==> config.mk <==
export PLATFORM = sky130hd
export DESIGN_NAME = fp_addsub_mc_flat
export DESIGN_NICKNAME = d
export VERILOG_FILES = /design/src/rtl/fp_addsub_mc_pkg.sv /design/src/rtl/fp_addsub_mc_if.sv /design/src/rtl/fp_addsub_mc_lzc.sv /design/src/rtl/fp_addsub_mc.sv /design/src/flat_wrapper.sv
export SDC_FILE = /design/constraint.sdc
export NUM_CORES = 1
export LEC_CHECK = 0
export BUFFER_PORTS_ARGS = -buffer_cell sky130_fd_sc_hd__clkbuf_2
export CAP_MARGIN = 25
export CORE_MARGIN = 2
export CORE_UTILIZATION = 50
export DETAILED_ROUTE_END_ITERATION = 7
export PLACE_DENSITY = 0.68
export SLEW_MARGIN = 20
export SYNTH_ARGS = -nofsm -noshare
export SYNTH_HDL_FRONTEND = slang
export SYNTH_SLANG_ARGS = --single-unit
==> constraint.sdc <==
create_clock -name clk -period 7.1 [get_ports clk]
set_input_delay 1.42 -clock clk [delete_from_list [all_inputs] [get_ports clk]]
set_output_delay 1.42 -clock clk [all_outputs]
set_load 0.03 [all_outputs]
==> src/rtl/fp_addsub_mc_pkg.sv <==
// Shared types and constants for the multi-cycle FP adder/subtractor.
// State and operand-class encodings, flag bit positions and default geometry.
package fp_addsub_mc_pkg;

  localparam int unsigned DefExpW   = 8;
  localparam int unsigned DefManW   = 23;
  localparam int unsigned W         = 1 + DefExpW + DefManW;
  localparam int unsigned GuardBits = 3;
  localparam int unsigned NumFlags  = 4;

  localparam int unsigned FlagInvalid   = 3;
  localparam int unsigned FlagOverflow  = 2;
  localparam int unsigned FlagUnderflow = 1;
  localparam int unsigned FlagInexact   = 0;

  typedef enum logic [2:0] {
    StIdle,
    StAlign,
    StAdd,
    StNorm,
    StRound
  } state_e;

  typedef enum logic [1:0] {
    ClsZero,
    ClsFin,
    ClsInf,
    ClsNan
  } op_class_e;

  function automatic logic [NumFlags-1:0] flag_vec(input logic inv, input logic ovf,
                                                   input logic unf, input logic inx);
    logic [NumFlags-1:0] f;
    f                = '0;
    f[FlagInvalid]   = inv;
    f[FlagOverflow]  = ovf;
    f[FlagUnderflow] = unf;
    f[FlagInexact]   = inx;
    return f;
  endfunction

endpackage

==> src/rtl/fp_addsub_mc_if.sv <==
// Request/response bundle between the control FSM and the FP adder/subtractor.
interface fp_addsub_mc_if
  import fp_addsub_mc_pkg::*;
#(
  parameter int unsigned EXP_W = 8,
  parameter int unsigned MAN_W = 23
);
  localparam int unsigned WordW = 1 + EXP_W + MAN_W;

  logic                start;
  logic                op;
  logic [WordW-1:0]    a;
  logic [WordW-1:0]    b;
  logic                busy;
  logic                done;
  logic [WordW-1:0]    result;
  logic [NumFlags-1:0] flags;

  modport master (output start, op, a, b, input busy, done, result, flags);
  modport slave  (input start, op, a, b, output busy, done, result, flags);

endinterface

==> src/rtl/fp_addsub_mc_lzc.sv <==
// Parametrised leading-zero counter; an all-zero input returns Width.
module fp_addsub_mc_lzc #(
  parameter int unsigned Width = 28
) (
  input  logic [Width-1:0]       data_i,
  output logic [$clog2(Width):0] cnt_o
);
  localparam int unsigned CntW = $clog2(Width) + 1;

  // Highest set bit wins because it is visited last.
  always_comb begin
    cnt_o = CntW'(Width);
    for (int i = 0; i < Width; i++) begin
      if (data_i[i]) cnt_o = CntW'(Width - 1 - i);
    end
  end

endmodule

==> src/rtl/fp_addsub_mc.sv <==
// Multi-cycle IEEE-754 adder/subtractor: IDLE -> ALIGN -> ADD -> NORM -> ROUND.
// Round-to-nearest-even, denormals flushed to zero, specials resolved at capture.
module fp_addsub_mc
  import fp_addsub_mc_pkg::*;
#(
  parameter int unsigned EXP_W = 8,
  parameter int unsigned MAN_W = 23
) (
  input logic           clk,
  input logic           reset_n,
  fp_addsub_mc_if.slave bus
);
  localparam int unsigned WordW = 1 + EXP_W + MAN_W;
  localparam int unsigned MW    = MAN_W + 1 + GuardBits;
  localparam int unsigned SW    = MW + 1;
  localparam int unsigned XW    = EXP_W + 2;
  localparam int unsigned CW    = $clog2(SW) + 1;
  localparam logic [EXP_W-1:0] ExpOnes = '1;
  localparam logic [WordW-1:0] QNaN = {1'b0, ExpOnes, 1'b1, {(MAN_W-1){1'b0}}};

  function automatic op_class_e classify(input logic [WordW-1:0] x);
    if (x[WordW-2:MAN_W] == ExpOnes) return (x[MAN_W-1:0] == '0) ? ClsInf : ClsNan;
    if (x[WordW-2:MAN_W] == '0) return ClsZero;
    return ClsFin;
  endfunction

  state_e              state_q;
  logic                busy_q, done_q;
  logic [WordW-1:0]    result_q, a_q, b_q, spec_res_q;
  logic [NumFlags-1:0] flags_q, spec_flg_q;
  logic                spec_q, sign_q, sub_q, zsign_q, zero_q, uf_q;
  logic signed [XW-1:0] exp_q;
  logic [MW-1:0]       mb_q, ms_q, man_q;
  logic [SW-1:0]       sum_q;

  // Capture: op flip, classification, denormal flush, special resolution
  logic [WordW-1:0]    b_in, a_cap, b_cap, spec_res_d;
  op_class_e           cls_a, cls_b;
  logic                spec_d;
  logic [NumFlags-1:0] spec_flg_d;

  assign b_in  = {bus.b[WordW-1] ^ bus.op, bus.b[WordW-2:0]};
  assign cls_a = classify(bus.a);
  assign cls_b = classify(b_in);
  assign a_cap = (cls_a == ClsZero) ? {bus.a[WordW-1], {(WordW-1){1'b0}}} : bus.a;
  assign b_cap = (cls_b == ClsZero) ? {b_in[WordW-1], {(WordW-1){1'b0}}} : b_in;

  always_comb begin
    spec_d     = 1'b0;
    spec_res_d = '0;
    spec_flg_d = '0;
    if (cls_a == ClsNan || cls_b == ClsNan) begin
      spec_d     = 1'b1;
      spec_res_d = QNaN;
    end else if (cls_a == ClsInf && cls_b == ClsInf) begin
      spec_d = 1'b1;
      if (bus.a[WordW-1] != b_in[WordW-1]) begin
        spec_res_d = QNaN;
        spec_flg_d = flag_vec(1'b1, 1'b0, 1'b0, 1'b0);
      end else begin
        spec_res_d = bus.a;
      end
    end else if (cls_a == ClsInf) begin
      spec_d     = 1'b1;
      spec_res_d = bus.a;
    end else if (cls_b == ClsInf) begin
      spec_d     = 1'b1;
      spec_res_d = b_in;
    end
  end

  // Align: order by magnitude, shift the smaller operand with a sticky collector
  logic [WordW-1:0] big, sml;
  logic [EXP_W-1:0] eb, es, d;
  logic [MW-1:0]    ext_s, shifted, lost_mask, mb_d, ms_d;
  logic             sticky;

  always_comb begin
    big       = (a_q[WordW-2:0] >= b_q[WordW-2:0]) ? a_q : b_q;
    sml       = (a_q[WordW-2:0] >= b_q[WordW-2:0]) ? b_q : a_q;
    eb        = big[WordW-2:MAN_W];
    es        = sml[WordW-2:MAN_W];
    d         = eb - es;
    mb_d      = {eb != '0, big[MAN_W-1:0], {GuardBits{1'b0}}};
    ext_s     = {es != '0, sml[MAN_W-1:0], {GuardBits{1'b0}}};
    lost_mask = ~({MW{1'b1}} << d);
    if (32'(d) >= MW) begin
      shifted = '0;
      sticky  = |ext_s;
    end else begin
      shifted = ext_s >> d;
      sticky  = |(ext_s & lost_mask);
    end
    ms_d = {shifted[MW-1:1], shifted[0] | sticky};
  end

  // Add: big >= small in magnitude, so the difference never goes negative
  logic [SW-1:0] sum_d;
  assign sum_d = sub_q ? ({1'b0, mb_q} - {1'b0, ms_q}) : ({1'b0, mb_q} + {1'b0, ms_q});

  // Normalise
  logic [CW-1:0]        lz;
  logic [MW-1:0]        man_n;
  logic signed [XW-1:0] exp_n;
  logic                 zero_n, uf_n;
  int                   exp_i;

  fp_addsub_mc_lzc #(.Width(SW)) u_lzc (
    .data_i({sum_q[SW-2:0], 1'b0}),
    .cnt_o (lz)
  );

  always_comb begin
    man_n  = '0;
    exp_n  = exp_q;
    zero_n = 1'b0;
    uf_n   = 1'b0;
    exp_i  = int'(exp_q);
    if (sum_q == '0) begin
      zero_n = 1'b1;
    end else if (sum_q[SW-1]) begin
      man_n = {sum_q[SW-1:2], sum_q[1] | sum_q[0]};
      exp_i = int'(exp_q) + 1;
      exp_n = XW'(exp_i);
    end else begin
      man_n = sum_q[MW-1:0] << lz;
      exp_i = int'(exp_q) - int'(lz);
      exp_n = XW'(exp_i);
      uf_n  = (exp_i <= 0);
    end
  end

  // Round to nearest even and pack
  logic                inc, inx;
  logic [MAN_W+1:0]    mant_r;
  logic [MAN_W-1:0]    frac_r;
  int                  exp_r;
  logic [WordW-1:0]    res_r;
  logic [NumFlags-1:0] flg_r;

  always_comb begin
    inc    = man_q[2] & (man_q[1] | man_q[0] | man_q[3]);
    inx    = |man_q[2:0];
    mant_r = {1'b0, man_q[MW-1:GuardBits]} + (MAN_W+2)'(inc);
    exp_r  = int'(exp_q) + (mant_r[MAN_W+1] ? 1 : 0);
    frac_r = mant_r[MAN_W+1] ? mant_r[MAN_W:1] : mant_r[MAN_W-1:0];
    if (spec_q) begin
      res_r = spec_res_q;
      flg_r = spec_flg_q;
    end else if (zero_q) begin
      res_r = {zsign_q, {(WordW-1){1'b0}}};
      flg_r = '0;
    end else if (uf_q) begin
      res_r = {sign_q, {(WordW-1){1'b0}}};
      flg_r = flag_vec(1'b0, 1'b0, 1'b1, 1'b1);
    end else if (exp_r >= int'(ExpOnes)) begin
      res_r = {sign_q, ExpOnes, {MAN_W{1'b0}}};
      flg_r = flag_vec(1'b0, 1'b1, 1'b0, 1'b1);
    end else begin
      res_r = {sign_q, exp_r[EXP_W-1:0], frac_r};
      flg_r = flag_vec(1'b0, 1'b0, 1'b0, inx);
    end
  end

  always_ff @(posedge clk or negedge reset_n) begin
    if (!reset_n) begin
      state_q    <= StIdle;
      busy_q     <= 1'b0;
      done_q     <= 1'b0;
      result_q   <= '0;
      flags_q    <= '0;
      a_q        <= '0;
      b_q        <= '0;
      spec_q     <= 1'b0;
      spec_res_q <= '0;
      spec_flg_q <= '0;
      sign_q     <= 1'b0;
      sub_q      <= 1'b0;
      zsign_q    <= 1'b0;
      exp_q      <= '0;
      mb_q       <= '0;
      ms_q       <= '0;
      sum_q      <= '0;
      man_q      <= '0;
      zero_q     <= 1'b0;
      uf_q       <= 1'b0;
    end else begin
      done_q <= 1'b0;
      case (state_q)
        StIdle: begin
          if (bus.start) begin
            a_q        <= a_cap;
            b_q        <= b_cap;
            spec_q     <= spec_d;
            spec_res_q <= spec_res_d;
            spec_flg_q <= spec_flg_d;
            busy_q     <= 1'b1;
            state_q    <= StAlign;
          end
        end
        StAlign: begin
          mb_q    <= mb_d;
          ms_q    <= ms_d;
          exp_q   <= $signed({2'b00, eb});
          sign_q  <= big[WordW-1];
          sub_q   <= big[WordW-1] ^ sml[WordW-1];
          zsign_q <= a_q[WordW-1] & b_q[WordW-1];
          state_q <= StAdd;
        end
        StAdd: begin
          sum_q   <= sum_d;
          state_q <= StNorm;
        end
        StNorm: begin
          man_q   <= man_n;
          exp_q   <= exp_n;
          zero_q  <= zero_n;
          uf_q    <= uf_n;
          state_q <= StRound;
        end
        StRound: begin
          result_q <= res_r;
          flags_q  <= flg_r;
          done_q   <= 1'b1;
          busy_q   <= 1'b0;
          state_q  <= StIdle;
        end
        default: begin
          busy_q  <= 1'b0;
          state_q <= StIdle;
        end
      endcase
    end
  end

  assign bus.busy   = busy_q;
  assign bus.done   = done_q;
  assign bus.result = result_q;
  assign bus.flags  = flags_q;

endmodule

==> src/flat_wrapper.sv <==
// flat-port wrapper written by rule: the top's interface ports become plain ports
module fp_addsub_mc_flat import fp_addsub_mc_pkg::*;
#(
  parameter int unsigned EXP_W = 8,
  parameter int unsigned MAN_W = 23
)
  (clk, reset_n, bus_start, bus_op, bus_a, bus_b, bus_busy, bus_done, bus_result, bus_flags);
  fp_addsub_mc_if #(.EXP_W(EXP_W), .MAN_W(MAN_W)) bus_i ();
  input logic clk;
  input logic reset_n;
  input wire logic [$bits(bus_i.start)-1:0] bus_start;
  input wire logic [$bits(bus_i.op)-1:0] bus_op;
  input wire logic [$bits(bus_i.a)-1:0] bus_a;
  input wire logic [$bits(bus_i.b)-1:0] bus_b;
  output wire logic [$bits(bus_i.busy)-1:0] bus_busy;
  output wire logic [$bits(bus_i.done)-1:0] bus_done;
  output wire logic [$bits(bus_i.result)-1:0] bus_result;
  output wire logic [$bits(bus_i.flags)-1:0] bus_flags;
  assign bus_i.start = bus_start;
  assign bus_i.op = bus_op;
  assign bus_i.a = bus_a;
  assign bus_i.b = bus_b;
  assign bus_busy = bus_i.busy;
  assign bus_done = bus_i.done;
  assign bus_result = bus_i.result;
  assign bus_flags = bus_i.flags;
  fp_addsub_mc #(.EXP_W(EXP_W), .MAN_W(MAN_W)) u_core (.clk(clk), .reset_n(reset_n), .bus(bus_i));
endmodule
### Word level (Yosys, flattened, before mapping)

Index checks and enable logic that the tools add are counted.

* bits in registers: 263
* bits of input ports: 68
* word-level logic and storage cells: 163

* add/sub/neg operators: 7
* magnitude comparators: 4
* equal/unequal tests: 13
* shift-type cells: 3
* multiplexer cells: 85
* bitwise logic cells: 11
* reductions and logical operators: 20

Operators with widths (count)
* $mux 32: 9
* $mux 6: 26
* $mux 31: 4
* $mux 27: 3
* $logic_not 23->1: 2
* $ge 32x9->1 const B: 1
* $le 32x1->1 const B: 1
* $ge 31x31->1: 1
* $add 27x27->28: 1
* $logic_not 28->1: 1
* $mux 28: 1
* $sub 27x27->28: 1
* $and 27x27->27: 1
* $not 27->27: 1
* $reduce_or 27->1: 1
* $shl 27x6->27: 1
* $shl 27x8->27 const A: 1
* $shr 27x8->27: 1
* $add 24x1->25: 1
* $mux 4: 6
* $reduce_or 24->1: 1
* $mux 23: 1
* $mux 10: 2
* $pmux 10 s2: 1
* 30 further kinds: 74

### Depth between registers and ports, before layout

Gate-level depths: netlist of the first run.

* word-level depth: 31
* mapped depth: 30
* depth with buffers taken out: 22

### Hierarchy

A second synthesis of the first run with hierarchy kept.

* cells, all modules: 2242
* area, all modules: 18403.9 um^2

Modules (own cells, without submodules)
* fp_addsub_mc: instances 1, cells an instance 2180, area an instance 18056.1 um^2, sequential area each 6506.2 um^2
* fp_addsub_mc_lzc: instances 1, cells an instance 62, area an instance 347.8 um^2, sequential area each 0.0 um^2

### Least setup slack after synthesis of the first run

OpenSTA, ideal clock, no wires.

* kind: reg-to-reg
* start point: register u_core.b_q[25]
* end point: register u_core.ms_q[5]
* arrival: 5.541 ns
* data required time: 7.014 ns
* slack: 1.473 ns
* cell stages (with the launch flop): 30
* period minus slack after synthesis: 5.627 ns
* cell sequence: dfrtp_1 inv_1 ha_1 buf_4 nand2_1 nor2_1 nand2_1 a31oi_1 a211oi_4 buf_6 buf_4 buf_4 buf_4 buf_2 clkbuf_1 a22oi_1 ha_1 o21a_1 o21a_1 o31a_1 o21ai_0 mux2_2 o32ai_1 a21oi_1 a41o_2 nand2_2 or3_1 clkbuf_1 or3_4 o221ai_2

* cells in the longest elaborated chain, start to end: 5
* elaborated cells on any way between the ends: 8
* those cells by class: add/sub: 1; order compare: 2; shift: 1; mux: 3; reduce/logical: 1

Ends and longest elaborated chain
* start: declaration: line fp_addsub_mc.sv:29 `logic [WordW-1:0] result_q, a_q, b_q, spec_res_q;`
* start signal: assignment: line fp_addsub_mc.sv:193 `b_q <= b_cap;`
* $ge 31x31->1: line fp_addsub_mc.sv:79, fp_addsub_mc.sv:80
* $mux 32 (on tied branches): line fp_addsub_mc.sv:79, fp_addsub_mc.sv:80
* $sub 8x8->8 or $reduce_bool 8->1 (tied branches): line fp_addsub_mc.sv:83, fp_addsub_mc.sv:85
* $shr 27x8->27 or $ge 8x5->1 (tied branches): line fp_addsub_mc.sv:91, fp_addsub_mc.sv:87
* $mux 27 (*): line fp_addsub_mc.sv:87 `if (32'(d) >= MW) begin`
* end signal: assignment: line fp_addsub_mc.sv:203 `ms_q <= ms_d;`
* end: declaration: line fp_addsub_mc.sv:33 `logic [MW-1:0] mb_q, ms_q, man_q;`

Mark *: on every way between the ends. The rest lies on a longest branch, timed or not.
A chain may end at the register's enable or synchronous reset.

### Final worst setup path of the first run

* start point: register u_core.b_q[25]
* end point: register u_core.ms_q[19]

The elaborated chain is that of the path after synthesis.

==> impl_metrics.env, run 1 <==
export IMPL_outcome="complete, no violations"
export IMPL_nets=2440
export IMPL_drv_slew=0
export IMPL_num_io_pins=106
export IMPL_grt_pass1_wl_um=92800
export IMPL_overflow=0
export IMPL_antenna_found_initial=0
export IMPL_cp_data_arrival_time_ns=6.39
export IMPL_critPathRequiredTime_ns=7.60
export IMPL_relSlewSlack=0.302
export IMPL_yosys_warnings=0
export IMPL_area_growth_pct=9.67
export IMPL_drive_gt1_frac=0.109
export IMPL_dieArea_um2=39100
export IMPL_rows=70
export IMPL_dp_hpwl_um=43400
export IMPL_max_cap_violations=0
export IMPL_cts_max_level=1
export IMPL_antenna_left=0
export IMPL_start_kind="flip-flop"
export IMPL_drt_iter0_drc=1315
export IMPL_rsz0062_at_grt="false"
export IMPL_synth_area_leader_cell="dfrtp_1"
export IMPL_viasPerCell=6.21
export IMPL_cp_max_fo=23
export IMPL_hold_class="reg2reg"
export IMPL_cts_num_sinks=260
export IMPL_io_buffers=105
export IMPL_synthCells=2249
export IMPL_worst_pin_slew_ns=1.05
export IMPL_cts_setup_buffers=0
export IMPL_num_vias=17184
export IMPL_path_cells="inv_1 > ha_1 > nand2_1 > nor2_1 > nand2_1 > a31oi_1 > a211oi_4 > buf_4 > nor2_1 > a22oi_1 > ha_2 > o21ai_0 > a21boi_1 > o31a_1 > o41ai_1 > mux2_2 > o32ai_1 > a21oi_1 > a41o_2 > nand2_2 > nor3_1 > nand2_1 > o22ai_1"
export IMPL_cpPeakStageDelay_ns=0.74
export IMPL_drc=0
export IMPL_synth_async_reset_ratio=1.00
export IMPL_drtPass1Iterations=5
export IMPL_synthFlopType="dfrtp_1"
export IMPL_clk_path_buf_depth=3
export IMPL_routed_wl_um=57900
export IMPL_path_class="reg2reg"
export IMPL_yosys_top_cells_area="dfrtp_1 (35%), mux2i_1 (7.1%), nand2_1 (6.2%)"
export IMPL_grt_pass1_vias=16723
export IMPL_syn_area_per_cell_um2=8.35
export IMPL_final_cell_mix="nand2_1 (308), dfrtp_1 (260), nor2_1 (205), o21ai_0 (195)"
export IMPL_core_um2=36800
export IMPL_syn_nets=2411
export IMPL_synthDistinctLibCells=97
export IMPL_end_kind="flip-flop"
export IMPL_cts_buffers=29
export IMPL_fin_ws_ns=1.21
export IMPL_seq_area_frac_synth=0.346
export IMPL_wl_per_cell_um=20.9
export IMPL_die_w_um=198
export IMPL_min_period_ns=5.89
export IMPL_cts_root_buf="clkbuf_16"
export IMPL_ys_ff_latch=260
export IMPL_finalSetupViolCount=0
export IMPL_synth_area_um2=18800
export IMPL_finalSetupTns_ns=0
export IMPL_max_freq_ghz=0.170
export IMPL_synth_top_cell_area_share=0.346
export IMPL_grt_use_total=0.298
export IMPL_grt_max_degree=149
export IMPL_cts_tree="built"
export IMPL_skew_ns=0.0391
export IMPL_final_hold_viol_count=0
export IMPL_start_util=0.511
export IMPL_die_y_um=198
export IMPL_ctsHoldBuffers=0
export IMPL_clk_insertion_delay_late_ns=0.59
export IMPL_mostFrequentLayoutCell="nand2_1"
export IMPL_crit_slowest_cell="nor3_1"
export IMPL_antenna_cells=0
export IMPL_cpMostUsedCell="nand2_1"
export IMPL_cts_clk_slew_worst_paths_ns=0.06
export IMPL_ctsResizeCount=0
export IMPL_pre_cts_slack_ns=1.28
export IMPL_period_share=0.830
export IMPL_routabilityCongestion=0.971
export IMPL_synth_edf_count=0
cell usage after synthesis, types with 12 or more instances:
cell      instances
clkbuf_1        105
and2_1           12
o211ai_1         21
o21ai_0         195
o22ai_1          21
mux2i_1         134
a31oi_1          31
o221ai_1         12
nand2_1         308
nor3_1           40
ha_1             92
mux2_2           24
a22o_1           30
nor2b_1          44
a21o_1           17
nor4_1           35
xnor2_1          37
buf_2            16
o31ai_1          17
inv_1            98
a21oi_1         136
a221oi_1         19
nand4_1          17
xor2_1           22
a211oi_1         19
nand2b_1         26
nor2_1          205
nand3_1          41
o21a_1           12
and3_1           29
or3_1            12
dfrtp_1         260
stage by stage:
| step | area (um2) | utilization | instances | hold slack [ns] |
|---|---|---|---|---|
| after floorplan | 18800 | - | 2249 | 0.445 |
| after global placement | 19600 | 0.532 | 2713 | 0.451 |
| after detailed placement | 19600 | 0.533 | 2714 | 0.459 |
| after CTS | 20600 | 0.560 | 2764 | 0.473 |
| after global routing | 20600 | 0.560 | 2765 | 0.497 |
| final | 20600 | 0.560 | 2765 | 0.471 |
metal layers:
layer	routed length, um	GRT usage	up-vias
li1	-	-	8144
met1	25300	0.405	8305
met2	27200	0.493	612
met3	3240	0.0336	123
met4	2100	0.105	0
met5	0	0	-
critical path, delay by kind of cell, from the launching register on:
family	cells	cell delay, ns
flops	1	0.41
mux	1	0.22
simple gates	7	1.95
fa+ha+maj	2	0.78
buf+inv	2	0.32
compound gates	11	2.14
final cells by class:
cell class,instances,area (um2)
Sequential cell,260,6510
Timing Repair Buffer,134,767
Clock buffer,35,808
Fill cell,3398,16200
Multi-Input combinational cell,1751,11400
Inverter,102,383
Tap cell,468,586
Clock inverter,15,180
worst paths after layout:
| kind | startpoint | depth (start not counted) | slack (ns) | endpoint |
|---|---|---|---|---|
| min in group asynchronous | reset_n | 1 | 0.88 | u_core.sum_q[22]$_DFFE_PN0P_ |
| max reg2reg | u_core.b_q[25]$_DFFE_PN0P_ | 23 | 1.21 | u_core.ms_q[19]$_DFFE_PN0P_ |
| min | u_core.bus.flags[3]$_DFFE_PN0P_ | 2 | 0.47 | u_core.bus.flags[3]$_DFFE_PN0P_ |
| min reg2reg | u_core.bus.flags[3]$_DFFE_PN0P_ | 2 | 0.47 | u_core.bus.flags[3]$_DFFE_PN0P_ |
| max in group asynchronous | reset_n | 2 | 4.83 | u_core.man_q[13]$_DFFE_PN0P_ |
| max | u_core.b_q[25]$_DFFE_PN0P_ | 23 | 1.21 | u_core.ms_q[19]$_DFFE_PN0P_ |
sequential cells by signal, indices dropped and copies added, names as in the netlist, 3 cells and up:
name and flops:
u_core.ms_q 27, u_core.man_q 27, u_core.b_q 32, u_core.bus.result 32, u_core.state_q 3, u_core.spec_res_q 32, u_core.bus.flags 4, u_core.sum_q 28
u_core.mb_q 24, u_core.a_q 32, u_core.exp_q 10
kinds of logic after synthesis:
kind of cell	share of synthesized area
AO/OA/AOI/OAI	0.214
XOR/XNOR	0.0298
adder cells (fa/ha/maj)	0.0634
buffers and inverters	0.0498
flip-flops	0.346
multiplexers	0.101
AND/OR/NAND/NOR	0.195
Power of run 1 is not shown: default switching activity piles up to over one toggle a cycle in this logic, so the estimate is an artifact.
==> run 2, diff against run 1 <==
Clock period 7.1 ns to 5.5 ns, I/O delays scaled along.
==> run 2 against run 1 <==
Routed wire length rose by 0.45%; non-clock buffer count rose by 21; utilization rose by 0.61 points.
==> impl_metrics.env, run 2 (same netlist as run 1, synthesis figures left out) <==
export IMPL_dieArea_um2=39100
export IMPL_die_w_um=198
export IMPL_wl_met2_um=27300
export IMPL_pre_cts_slack_ns=0.314
export IMPL_ctsHoldBuffers=0
export IMPL_area_growth_pct=10.9
export IMPL_min_period_ns=5.18
export IMPL_finalSetupViolCount=0
export IMPL_crit_start="u_core.b_q[17]$_DFFE_PN0P_"
export IMPL_wl_per_cell_um=20.8
export IMPL_period_share=0.942
export IMPL_cp_data_arrival_time_ns=5.69
export IMPL_viasPerCell=6.13
export IMPL_max_cap_violations=0
export IMPL_wl_met1_um=25700
export IMPL_cts_num_sinks=260
export IMPL_rows=70
export IMPL_overflow=0
export IMPL_drc=0
export IMPL_finalSetupTns_ns=0
export IMPL_cts_clk_slew_worst_paths_ns=0.06
export IMPL_cts_max_level=1
export IMPL_critPathRequiredTime_ns=6.01
export IMPL_highest_layer="met4"
export IMPL_antenna_cells=0
export IMPL_rrSetupSlack_ns=0.32
export IMPL_die_y_um=198
export IMPL_dp_hpwl_um=44100
export IMPL_cp_max_fo=7
export IMPL_antenna_found_initial=0
export IMPL_antenna_left=0
export IMPL_wl_met3_um=3060
export IMPL_num_vias=17124
export IMPL_grt_use_total=0.300
export IMPL_grt_pass1_vias=16646
export IMPL_regToRegStartpoint="u_core.b_q[17]$_DFFE_PN0P_"
export IMPL_nets=2462
export IMPL_grt_max_degree=109
export IMPL_drive_gt1_frac=0.118
export IMPL_cts_buffers=30
export IMPL_rsz0062_at_grt="false"
export IMPL_final_cell_mix="nand2_1 (308), dfrtp_1 (260), nor2_1 (204), o21ai_0 (195)"
export IMPL_mostFrequentLayoutCell="nand2_1"
export IMPL_worst_pin_slew_ns=0.923
export IMPL_clk_path_buf_depth=3
export IMPL_path_class="reg2reg"
export IMPL_end_kind="flip-flop"
export IMPL_cts_root_buf="clkbuf_16"
export IMPL_cp_endpoint="u_core.ms_q[5]$_DFFE_PN0P_"
export IMPL_reg2regPathDepth=21
export IMPL_fin_ws_ns=0.321
export IMPL_io_buffers=105
export IMPL_routed_wl_um=58100
export IMPL_start_kind="flip-flop"
export IMPL_drv_slew=0
export IMPL_reg2reg_to="u_core.ms_q[5]$_DFFE_PN0P_"
export IMPL_num_io_pins=106
export IMPL_core_um2=36800
export IMPL_relSlewSlack=0.385
export IMPL_hold_class="reg2reg"
export IMPL_skew_ns=0.0165
export IMPL_routabilityCongestion=0.944
export IMPL_drtPass1Iterations=6
export IMPL_drt_iter0_drc=1447
export IMPL_final_hold_viol_count=0
export IMPL_grt_pass1_wl_um=93100
export IMPL_cts_tree="built"
export IMPL_outcome="complete, no violations"
export IMPL_max_freq_ghz=0.193
export IMPL_clk_insertion_delay_late_ns=0.59
export IMPL_start_util=0.511
[run 2: routing by layer]
metal,global-route usage,up-vias
met5,0,-
met4,0.0989,0
met3,0.0310,121
met2,0.497,567
met1,0.412,8248
li1,-,8188
[run 2: stage by stage]
stage               cells   util  instance area (um2)  hold WS [ns]
finish               2792  0.566                20800         0.473
global route         2792  0.566                20800         0.510
CTS                  2791  0.566                20800         0.473
detailed placement   2735  0.537                19700         0.460
global placement     2735  0.537                19700         0.456
floorplan            2249      -                18800         0.445
[run 2: final cells by class]
| class | count | area [um2] |
|---|---|---|
| inverter | 102 | 383 |
| multi-input combinational | 1751 | 11400 |
| timing repair buffer | 155 | 923 |
| sequential | 260 | 6510 |
| tap | 468 | 586 |
| fill | 3325 | 16000 |
| clock buffer | 43 | 891 |
| clock inverter | 13 | 168 |
[run 2: worst min path at each step]
stage	start	endpoint	cells after the start
floorplan	u_core.zsign_q$_DFFE_PN0P_	u_core.zsign_q$_DFFE_PN0P_	2
global placement	u_core.bus.flags[3]$_DFFE_PN0P_	u_core.bus.flags[3]$_DFFE_PN0P_	2
detailed placement	u_core.bus.flags[3]$_DFFE_PN0P_	u_core.bus.flags[3]$_DFFE_PN0P_	2
CTS	u_core.bus.flags[3]$_DFFE_PN0P_	u_core.bus.flags[3]$_DFFE_PN0P_	2
global route	u_core.bus.flags[3]$_DFFE_PN0P_	u_core.bus.flags[3]$_DFFE_PN0P_	2
finish	u_core.bus.flags[3]$_DFFE_PN0P_	u_core.bus.flags[3]$_DFFE_PN0P_	2
[run 2: repair_timing]
item / CTS / global route
resized for setup: 0 / 3
buffers inserted: 0 / 1
setup endpoints to repair: 0 / 26
[run 2: critical path, cell delays in order, from the launching register on]
cell and delay, ns:
dfrtp_1 0.47, inv_1 0.12, ha_1 0.32, nand4_1 0.17, or4_4 0.57, a21oi_4 0.21, a211oi_4 0.12, nor2_1 0.15
a22oi_1 0.11, ha_1 0.24, o21ai_0 0.17, a21boi_1 0.10, o31a_1 0.28, o41ai_1 0.27, mux2_2 0.23, o32ai_1 0.07
a21oi_1 0.13, a41o_2 0.25, nand2_2 0.12, or3_1 0.48, or3_4 0.38, o221ai_2 0.13
Power of run 2 is left out for the same reason.
